===== config.mk =====
export PLATFORM = sky130hd
export DESIGN_NAME = function_arith_inverse
export DESIGN_NICKNAME = d
export VERILOG_FILES = /design/src/rtl/function_arith_pkg.sv /design/src/rtl/arith_eval.sv /design/src/rtl/function_arith_inverse.sv
export SDC_FILE = /design/constraint.sdc
export NUM_CORES = 1
export LEC_CHECK = 0
export CAP_MARGIN = 10
export CORE_MARGIN = 4
export CORE_UTILIZATION = 49
export CTS_BUF_LIST = sky130_fd_sc_hd__clkbuf_2
export DETAILED_ROUTE_END_ITERATION = 12
export PLACE_DENSITY = 0.75
export SLEW_MARGIN = 30
export SYNTH_ARGS = -nofsm -noshare
export SYNTH_HDL_FRONTEND = slang
export SYNTH_HIERARCHICAL = 1
export SYNTH_SLANG_ARGS = --single-unit

===== constraint.sdc =====
create_clock -name clk -period 4.9 [get_ports clk]
set_input_delay 0.49 -clock clk [delete_from_list [all_inputs] [get_ports clk]]
set_output_delay 0.49 -clock clk [all_outputs]
set_load 0.05 [all_outputs]

===== src/rtl/function_arith_pkg.sv =====
// Shared types and the f(x,y,z) reference used by function_arith and its inverse solver.
package function_arith_pkg;

    localparam int DEFAULT_WIDTH = 8;
    localparam int F_MAX_WIDTH   = 64;

    typedef enum logic [1:0] {
        IDLE   = 2'd0,
        SEARCH = 2'd1,
        DONE   = 2'd2
    } state_t;

    // Evaluated at full width; callers truncate. Every term only depends on
    // equal-or-lower bits, so truncating the result equals computing narrow.
    function automatic logic [F_MAX_WIDTH-1:0] arith_f(
        input logic [F_MAX_WIDTH-1:0] x,
        input logic [F_MAX_WIDTH-1:0] y,
        input logic [F_MAX_WIDTH-1:0] z
    );
        return ((((x + y) - z) << 1) | (x & y)) ^ z;
    endfunction

endpackage


===== src/rtl/arith_eval.sv =====
// Combinational evaluator for f(x,y,z) = ((((x+y)-z) << 1) | (x & y)) ^ z, WIDTH bits (WIDTH < 64).
module arith_eval
    import function_arith_pkg::*;
#(
    parameter int WIDTH = DEFAULT_WIDTH
) (
    input  logic [WIDTH-1:0] x,
    input  logic [WIDTH-1:0] y,
    input  logic [WIDTH-1:0] z,
    output logic [WIDTH-1:0] f
);

    assign f = WIDTH'(arith_f(F_MAX_WIDTH'(x), F_MAX_WIDTH'(y), F_MAX_WIDTH'(z)));

endmodule


===== src/rtl/function_arith_inverse.sv =====
// Ascending search for the smallest a with f(a,b,c) == target.
// Define ARITH_INV_DUAL_LANE_EN to test two candidates (2j, 2j+1) per cycle.
module function_arith_inverse
    import function_arith_pkg::*;
#(
    parameter int WIDTH = DEFAULT_WIDTH
) (
    input  logic             clk,
    input  logic             rst,
    input  logic             start,
    input  logic [WIDTH-1:0] target,
    input  logic [WIDTH-1:0] b,
    input  logic [WIDTH-1:0] c,
    output logic             busy,
    output logic             done,
    output logic             found,
    output logic [WIDTH-1:0] a_out,
    output logic [WIDTH:0]   tries,
    output state_t           state
);

    state_t           state_q, state_d;
    logic [WIDTH-1:0] target_q, b_q, c_q;
    logic [WIDTH-1:0] cand;
    logic             busy_q, done_q, found_q;
    logic [WIDTH-1:0] a_q;
    logic [WIDTH:0]   tries_q;

    logic [WIDTH-1:0] f_even;
    logic             match_even, match_odd, hit, last;
    logic [WIDTH-1:0] hit_a;
    logic [WIDTH:0]   hit_tries;

    arith_eval #(.WIDTH(WIDTH)) u_eval_even (
        .x (cand),
        .y (b_q),
        .z (c_q),
        .f (f_even)
    );
    assign match_even = (f_even == target_q);

`ifdef ARITH_INV_DUAL_LANE_EN
    logic [WIDTH-1:0] cand_odd, f_odd;
    localparam logic [WIDTH-1:0] STEP = WIDTH'(2);

    assign cand_odd = {cand[WIDTH-1:1], 1'b1};
    arith_eval #(.WIDTH(WIDTH)) u_eval_odd (
        .x (cand_odd),
        .y (b_q),
        .z (c_q),
        .f (f_odd)
    );
    assign match_odd = (f_odd == target_q);
    assign last      = &cand_odd;
    // Even lane wins a double hit so a_out stays the smallest match.
    assign hit_a     = match_even ? cand : cand_odd;
`else
    localparam logic [WIDTH-1:0] STEP = WIDTH'(1);

    assign match_odd = 1'b0;
    assign last      = &cand;
    assign hit_a     = cand;
`endif

    assign hit       = match_even | match_odd;
    assign hit_tries = {1'b0, hit_a} + (WIDTH+1)'(1);

    always_comb begin
        state_d = state_q;
        case (state_q)
            IDLE:    if (start) state_d = SEARCH;
            SEARCH:  if (hit || last) state_d = DONE;
            DONE:    state_d = IDLE;
            default: state_d = IDLE;
        endcase
    end

    // busy/done are registered from the state, so they trail it by one edge.
    always_ff @(posedge clk) begin
        if (rst) begin
            state_q  <= IDLE;
            target_q <= '0;
            b_q      <= '0;
            c_q      <= '0;
            cand     <= '0;
            busy_q   <= 1'b0;
            done_q   <= 1'b0;
            found_q  <= 1'b0;
            a_q      <= '0;
            tries_q  <= '0;
        end else begin
            state_q <= state_d;
            busy_q  <= (state_q == SEARCH);
            done_q  <= (state_q == DONE);
            case (state_q)
                IDLE: begin
                    if (start) begin
                        target_q <= target;
                        b_q      <= b;
                        c_q      <= c;
                        cand     <= '0;
                        found_q  <= 1'b0;
                        a_q      <= '0;
                        tries_q  <= '0;
                    end
                end
                SEARCH: begin
                    if (hit) begin
                        found_q <= 1'b1;
                        a_q     <= hit_a;
                        tries_q <= hit_tries;
                    end else if (last) begin
                        found_q <= 1'b0;
                        a_q     <= '0;
                        tries_q <= {1'b1, {WIDTH{1'b0}}};
                    end else begin
                        cand <= cand + STEP;
                    end
                end
                default: ;
            endcase
        end
    end

    assign busy  = busy_q;
    assign done  = done_q;
    assign found = found_q;
    assign a_out = a_q;
    assign tries = tries_q;
    assign state = state_q;

endmodule


# Word-level counts from Yosys, hierarchy flattened
# Index checks and enable logic that the tools add are counted.
[totals] inputBits=27 register_bits=54 output_inout_bits=22 elab_cells=51
[op_classes] eq_ne=8 mux=18 add_sub_neg=4 n_reduce_logical=8 n_bitwise=3
[ops] cell="$mux W8" count=5
[ops] cell="$pmux W8 S2" count=2
[ops] cell="$mux W9" count=3
[ops] cell="$pmux W9 S2" count=1
[ops] cell="$add A8 B1 Y9 const B" count=1
[ops] cell="$add A8 B1 Y8 const B" count=1
[ops] cell="$and A8 B8 Y8" count=1
[ops] cell="$eq A8 B8 Y1" count=1
[ops] cell="$ne A2 B2 Y1 const B" count=4
[ops] cell="$or A8 B8 Y8" count=1
[ops] cell="$reduce_and A8 Y1" count=1
[ops] cell="$xor A8 B8 Y8" count=1
[ops] cell="$add A7 B7 Y7" count=1
[ops] cell="$sub A7 B7 Y7" count=1
[ops] cell="$mux W2" count=2
[ops] cell="$pmux W2 S2" count=1
[ops] cell="$reduce_and A2 Y1" count=2
[ops] cell="$reduce_and A4 Y1" count=1
[ops] cell="$mux W1" count=3
[ops] cell="$ne A3 B3 Y1 const B" count=1
[ops] cell="$reduce_and A3 Y1" count=1
[ops] cell="$eq A2 B1 Y1 const B" count=1
[ops] cell="$eq A2 B2 Y1 const B" count=1
[ops] cell="$logic_not A2 Y1" count=1
[ops] cell="3 further kinds" count=3

# Longest topological paths before layout
# Gate-level depths: netlist (run 1).
[depth] depth_word=8 ltp_mapped=18 ltp_nobuf=16

# Hierarchy
# Netlist (run 1), hierarchy kept.
[by_module_without_submodules] module="function_arith_inverse" n_inst=1 cells_each=241 seq_area_each_um2=1081.0 area_each_um2=2133.3
[by_module_without_submodules] module="arith_eval" n_inst=1 cells_each=77 seq_area_each_um2=0.0 area_each_um2=573.0

# Worst setup path before layout (run 1)
# Ideal clock, no wire load.
[synth_timing] path_kind="register to register" from="reg cand[1]" to="reg a_q[6], in the netlist a_out[6]" required_ps=4783 setup_time_ps=117 setup_slack_ps=1318 synth_period_minus_slack_ps=3582 arrival_ps=3466 path_stages_with_launch=16 n_path_buf=2 path_cell_list="dfxtp_1 -> inv_1 -> fa_1 -> fa_1 -> nor2b_1 -> o31ai_2 -> nand3_1 -> or3b_1 -> xor2_1 -> xnor2_1 -> nand4_1 -> o221a_4 -> o21ba_1 -> buf_6 -> buf_8 -> a22o_1"
[synth_via] elab_chain_cells=7 elab_cells_between_ends=11 cone_classes="2 x add/sub; 2 x eq/ne; 2 x mux; 3 x bitwise; 2 x reduce/logical"
[synth_rtl] element="start: declaration" line="function_arith_inverse.sv:24" rtl="logic [WIDTH-1:0] cand;"
[synth_rtl] element="start signal: assignment" line="function_arith_inverse.sv:117" rtl="cand <= cand + STEP;"
[synth_rtl] element="$add A7 B7 Y7 *" line="function_arith_pkg.sv:20" rtl="return ((((x + y) - z) << 1) | (x & y)) ^ z;"
[synth_rtl] element="$sub A7 B7 Y7 *" line="function_arith_pkg.sv:20"
[synth_rtl] element="$or A8 B8 Y8 *" line="function_arith_pkg.sv:20"
[synth_rtl] element="$xor A8 B8 Y8 *" line="function_arith_pkg.sv:20"
[synth_rtl] element="named net f_even[7]" line="function_arith_inverse.sv:29" rtl="logic [WIDTH-1:0] f_even;"
[synth_rtl] element="$eq A8 B8 Y1 *" line="function_arith_inverse.sv:40" rtl="assign match_even = (f_even == target_q);"
[synth_rtl] element="$ne A3 B3 Y1 (no line) or $mux W8 (tied branches)"
[synth_rtl] element="$reduce_and A3 Y1 (no line) or $pmux W8 S2 (tied branches)"
[synth_rtl] element="end signal: assignment" line="function_arith_inverse.sv:110" rtl="a_q <= hit_a;"
[synth_rtl] element="end: declaration" line="function_arith_inverse.sv:26" rtl="logic [WIDTH-1:0] a_q;"
# Mark *: on every way through the listed nets, which the timed path passes. The rest lies on a longest branch.
# A chain may end at the register's enable or synchronous reset.

# Final worst setup path (run 1)
[layout_timing] from="reg cand[2]" to="reg tries_q[1], in the netlist tries[1]"
[layout_via] elab_chain_cells=7 elab_cells_between_ends=11 cone_classes="2 x add/sub; 2 x eq/ne; 2 x mux; 3 x bitwise; 2 x reduce/logical"
[layout_rtl] element="$add A7 B7 Y7 *" line="function_arith_pkg.sv:20"
[layout_rtl] element="$sub A7 B7 Y7 *" line="function_arith_pkg.sv:20"
[layout_rtl] element="$or A8 B8 Y8 *" line="function_arith_pkg.sv:20"
[layout_rtl] element="$xor A8 B8 Y8 *" line="function_arith_pkg.sv:20"
[layout_rtl] element="named net f_even[7]" line="function_arith_inverse.sv:29"
[layout_rtl] element="$eq A8 B8 Y1 *" line="function_arith_inverse.sv:40"
[layout_rtl] element="$ne A3 B3 Y1 (no line) or $mux W9 (tied branches)"
[layout_rtl] element="$reduce_and A3 Y1 (no line) or $pmux W9 S2 (tied branches)"
[layout_rtl] element="end signal: assignment" line="function_arith_inverse.sv:111" rtl="tries_q <= hit_tries;"
[layout_rtl] element="end signal: assignment" line="function_arith_inverse.sv:115" rtl="tries_q <= {1'b1, {WIDTH{1'b0}}};"
[layout_rtl] element="end: declaration" line="function_arith_inverse.sv:27" rtl="logic [WIDTH:0] tries_q;"
# Marked as above.

==> impl_metrics.csv, run 1 <==
group,metric,value,unit
floorplanning,die_w,82.3,µm
yosys,synthCells,318,
clocking,cts.repair.resized,0,
worst_setup_path,reg2reg_slack,0.87,ns
worst_setup_path,path_cells,"inv_1, fa_1, inv_1, ha_1, nor2b_1, o31ai_2, a21oi_1, or3b_1, xor2_1, xnor2_1, nand4_1, o221a_4, o21ba_1, a22o_1",
worst_setup_path,r2r-end,"tries[1]",
sta,tightestPinTransition,0.756,ns
floorplanning,die_y,82.3,µm
grt,grt_max_degree,30,
sta,hold_violations,0,
worst_setup_path,path_max_fanout,16,
grt,grt_first_pass_wirelength,10100,µm
worst_setup_path,r2r_cells,14,
sta,slew_violations,0,
pwr,peakVddDrop,202,µV
final_layout,final_common_cell,"dfxtp_1",
sta,clock_skew,0.0237,ns
final_layout,syn_to_final_growth,21.0,%
sta,rsz0062_at_grt,"false",
yosys,synth-edff-count,0,
worst_setup_path,worstSetupStartpointType,"flop",
worst_setup_path,cp-startpoint,"cand[2]",
clocking,clk_latency,0.47,ns
yosys,ys.flop_type,"dfxtp_1",
worst_setup_path,cp_slowest_cell,"dfxtp_1",
grt,met2_usage,30.2,%
clocking,clk_pin_slew,0.31,ns
place,port_buffers,48,
yosys,ys_seq_area_share,39.9,%
drt,drc,0,
worst_setup_path,cpMostUsedCell,"inv_1",
yosys,async_reset_ff_share,0,%
drt,drt_iter0_drc,123,
drt,ant_nets,0,
pwr,p_leak,1.24,nW
clocking,holdBufCountCts,0,
worst_setup_path,end_kind,"flop",
worst_setup_path,crit_arrival,4.43,ns
floorplanning,die_area,6780,µm²
worst_setup_path,reg2reg_from,"cand[2]",
yosys,syn-mean-instance-area,8.51,µm²
drt,vias_per_cell,5.29,
clocking,root_buffer,"clkbuf_2",
clocking,cts_buffers,5,
grt,grt_util_all_layers,19.3,%
floorplanning,rows,26,
pwr,p_per_area,281,nW/µm²
clocking,clock_sinks,54,
worst_setup_path,critPathKind,"flop to flop",
grt,use_met3,3.15,%
flow_run,drv_cap,0,
yosys,netlist_area,2710,µm²
final_layout,nets,402,
grt,met1_usage,26.6,%
final_layout,layout.cells.non_filler,432,
clocking,htreeDepth,2,
final_layout,drive_above_1_share,4.97,%
clocking,tritoncts,"done",
yosys,ys_seq_elements,54,
floorplanning,initial_core_util,51.7,%
worst_setup_path,slowest_delay,0.54,ns
grt,grt-busiest-layer,"met2",
sta,period_needed,4.03,ns
sta,slew_headroom,49.4,%
pwr,power,920,µW
grt,grt_pass1_vias,2162,
clocking,post_cts_buffers,0,
final_layout,final_cell_mix,"dfxtp_1 (54), nand2_1 (53), clkdlybuf4s50_1 (48)",
yosys,synth_nets,359,
worst_setup_path,endpoint,"tries[1]",
sta,final.period_utilization,82.2,%
floorplanning,io-pin-count,49,
place,hpwl,4510,µm
sta,tns,0,ns
place,gp_congestion,0.931,
min_path,min_path_type,"flop to flop",
yosys,yosysWarnings,6,
drt,routedWlPerCell,13.8,µm
drt,wl,5950,µm
yosys,ys_types,43,
place,dp.cells,424,
worst_setup_path,crit_required,5.30,ns
run_status,outcome,"finished, final reports clean",
grt,grt-ovfl-total,0,
drt,drtPass1Iterations,4,
sta,setup_viol,0,
drt,num_vias,2287,
grt,antenna_found_initial,0,
sta,fmax,248,MHz
clocking,clockBufferDepth,2,
floorplanning,coreArea,5240,µm²
final_layout,num_antenna_cells,0,
-- worst min path at each step --
stage                     depth (start not counted)       from  slack, ns           to
after detailed placement                          2     b_q[7]       0.44       b_q[7]
after global placement                            2     b_q[7]       0.44       b_q[7]
after CTS                                         2     b_q[7]       0.47       b_q[7]
final                                             2     b_q[7]       0.47       b_q[7]
after floorplan                                   2     b_q[7]       0.43       b_q[7]
after global routing                              3  target[6]       0.49  target_q[6]
-- flip-flops by register name, summed over array words and instances, names as in the netlist --
signal / flops
a_out: 8
b_q: 8
busy: 1
c_q: 8
cand: 8
done: 1
found: 1
state: 2
target_q: 8
tries: 9
-- metal layers --
layer | up-vias | share of wire (%) | routed length (µm)
met5 | - | 0 | 0
met4 | 0 | 2.4 | 141
met3 | 15 | 4.7 | 278
met2 | 55 | 45 | 2670
met1 | 1059 | 48 | 2870
li1 | 1158 | - | -
-- power breakdown --
group	internal [mW]	total, mW	switching [mW]
Clock	0.0415	0.195	0.154
Sequential	0.457	0.474	0.0170
Combinational	0.113	0.250	0.137
-- cells in the mapped netlist (3+ instances only) --
cell type	count	share of area, %
dfxtp_1	54	40
nand2_1	53	7.4
a21oi_1	40	7.4
inv_1	27	3.7
xnor2_1	17	5.5
a22o_1	14	4.5
nor2_1	13	1.8
nand3_1	11	2.0
clkbuf_1	10	1.4
o21ai_0	9	1.7
xor2_1	9	2.9
ha_1	8	3.7
fa_1	6	4.4
buf_2	4	0.74
nor3_1	4	0.74
o21bai_1	4	1.1
nand2b_1	3	0.69
-- cell type report --
class,count,area (µm²)
Multi-Input combinational cell,221,1440
Tap cell,70,87.6
Inverter,27,101
Clock buffer,5,25.0
Fill cell,478,1960
Timing Repair Buffer,52,510
Sequential cell,54,1080
Clock inverter,3,28.8
-- through the flow --
step	hold slack [ns]	worst slack, ns	utilization [%]	cell area [µm²]
global placement	0.440	1.04	61.5	3220
global route	0.495	0.595	62.5	3270
finish	0.472	0.871	62.5	3270
floorplan	0.433	1.32	-	2710
CTS	0.472	0.888	62.5	3270
detailed placement	0.444	0.922	61.5	3220
-- cell families after synthesis --
group           synth area share (%)
compound gates                  20.0
xor+xnor                        8.41
fa+ha+maj                       8.14
buf+inv                         6.84
flops                           39.9
simple gates                    16.6
-- worst max-delay path: cells and delay by family (launching register included) --
kind	cells	cell delay, ns
flops	1	0.54
compound gates	5	1.36
buf+inv	2	0.15
xor+xnor	2	0.31
fa+ha+maj	2	0.83
simple gates	3	0.77
Note: power is estimated with default switching activity, not from simulation.
==> run 2: changes to the inputs <==
Clock period 4.9 ns to 3.8 ns, I/O delays scaled along.
==> run 2 against run 1 <==
Effect of this change: first-iteration DRC count grew 63%; register-to-register slack lost 0.68 ns; highest routed layer unchanged; critical path depth is 1 lower; total power rose by 28%; via count grew 1.1%; sequential power increased by 28%; worst hold slack got worse by 0.031 ns; design area up 1.8%.
==> impl_metrics.csv, run 2 (synthesized netlist as in run 1, its figures left out) <==
group,metric,value,unit
run_status,outcome,"finished, final reports clean",
pwr,comb_power_share,28.9,%
sta,slew_violations,0,
clocking,clockBufferDepth,2,
clocking,clk_pin_slew,0.29,ns
pwr,p_leak,1.27,nW
pwr,pwr-share-seq,51.6,%
sta,rsz0062_at_grt,"false",
drt,wl,6090,µm
flow_run,drv_cap,0,
drt,ant_nets,0,
grt,grt_util_all_layers,19.0,%
pwr,clockPowerShare,19.5,%
clocking,clk_latency,0.45,ns
place,gp_congestion,0.888,
place,port_buffers,48,
worst_setup_path,crit_arrival,3.99,ns
final_layout,largest_reg_flops,9,
final_layout,final_cell_mix,"nand2_1 (53), dfxtp_1 (52), clkdlybuf4s50_1 (48)",
grt,antenna_found_initial,0,
drt,drtPass1Iterations,4,
worst_setup_path,crit_required,4.18,ns
sta,tightestPinTransition,0.554,ns
min_path,min_path_type,"input port to flop",
sta,period_needed,3.61,ns
floorplanning,rows,26,
pwr,p_int,792,µW
pwr,netSwitchingFraction,32.9,%
drt,drc,0,
drt,num_vias,2312,
sta,final.period_utilization,94.9,%
floorplanning,io-pin-count,49,
final_layout,syn_to_final_growth,23.1,%
pwr,p_per_area,354,nW/µm²
clocking,root_buffer,"clkbuf_2",
sta,fmax,277,MHz
sta,setup_viol,0,
grt,grt_first_pass_wirelength,10100,µm
floorplanning,coreArea,5240,µm²
pwr,power.switching,388,µW
grt,grt-ovfl-total,0,
floorplanning,initial_core_util,51.7,%
drt,vias_per_cell,5.27,
floorplanning,die_w,82.3,µm
clocking,tritoncts,"done",
place,dp.cells,430,
drt,drt_iter0_drc,200,
worst_setup_path,r2r_cells,13,
clocking,clock_sinks,54,
final_layout,nets,409,
sta,slew_headroom,63.1,%
drt,routedWlPerCell,13.9,µm
clocking,htreeDepth,2,
place,hpwl,4470,µm
sta,tns,0,ns
final_layout,num_antenna_cells,0,
final_layout,layout.cells.non_filler,439,
final_layout,n_fill_cell,475,
sta,hold_violations,0,
final_layout,drive_above_1_share,7.86,%
grt,grt_max_degree,44,
worst_setup_path,end_kind,"flop",
worst_setup_path,critPathKind,"flop to flop",
grt,grt_pass1_vias,2205,
floorplanning,die_area,6780,µm²
worst_setup_path,path_max_fanout,16,
clocking,cts_buffers,5,
sta,clock_skew,0.0316,ns
pwr,peakVddDrop,229,µV
worst_setup_path,worstSetupStartpointType,"flop",
final_layout,final_common_cell,"nand2_1",
final_layout,final_util,63.6,%
pwr,power,1.18,mW
min_path,holdPathStages,3,
floorplanning,die_y,82.3,µm
==> run 2: area by class of cell <==
cell class / count / area [µm²] / share of cell area (%)
clock buffers: 5 / 25.0 / 0.751
clock inverters: 3 / 21.3 / 0.638
inverters: 27 / 101 / 3.04
multi-input cells: 221 / 1450 / 43.5
flip-flops and latches: 54 / 1080 / 32.5
well taps: 70 / 87.6 / 2.63
repair buffers: 59 / 563 / 16.9
==> run 2: metal layers <==
layer / vias to the layer above / wire (µm) / global-route usage [%]
li1: 1169 / - / -
met1: 1081 / 2890 / 26.2
met2: 52 / 2840 / 30.3
met3: 10 / 259 / 3.58
met4: 0 / 102 / 5.15
met5: - / 0 / 0
==> run 2: power groups by stage <==
stage	clock (mW)	sequential [mW]	combinational (mW)
2_1_floorplan	0	0.621	0.239
3_3_place_gp	0	0.618	0.320
3_5_place_dp	0	0.619	0.329
4_1_cts	0.234	0.609	0.331
5_1_grt	0.254	0.613	0.380
6_report	0.230	0.609	0.341
==> run 2: worst paths after layout <==
| check | slack (ns) | end | startpoint |
|---|---|---|---|
| min | 0.44 | c_q[3] | c[3] |
| min reg2reg | 0.47 | b_q[4] | b_q[4] |
| max | 0.19 | tries[3] | b_q[1] |
| max reg2reg | 0.19 | tries[3] | b_q[1] |
==> run 2: what timing repair did <==
action                     in CTS  in global routing
setup endpoints to repair       0                 23
setup buffers                   0                  1
hold buffers                    0                  0
resized for setup               0                  6
==> run 2: critical path, stage by stage, from the launching register on <==
cell and delay, ns:
dfxtp_2 0.41, inv_1 0.06, fa_1 0.52, fa_1 0.49
nor2b_1 0.24, o31ai_2 0.10, nand3_1 0.08, or3b_1 0.37
xor2_1 0.19, xnor2_1 0.14, nand4_1 0.14, o221a_4 0.32
o21ba_4 0.26, a22o_1 0.24
==> run 2: through the flow <==
| step | hold slack, ns | worst slack, ns | cell area (µm²) |
|---|---|---|---|
| 5_1_grt | 0.423 | 0.0260 | 3330 |
| 6_report | 0.441 | 0.193 | 3330 |
| 4_1_cts | 0.434 | 0.00274 | 3310 |
| 2_1_floorplan | 0.433 | 0.218 | 2710 |
| 3_5_place_dp | 0.447 | 0.0193 | 3270 |
| 3_3_place_gp | 0.437 | 0.153 | 3270 |
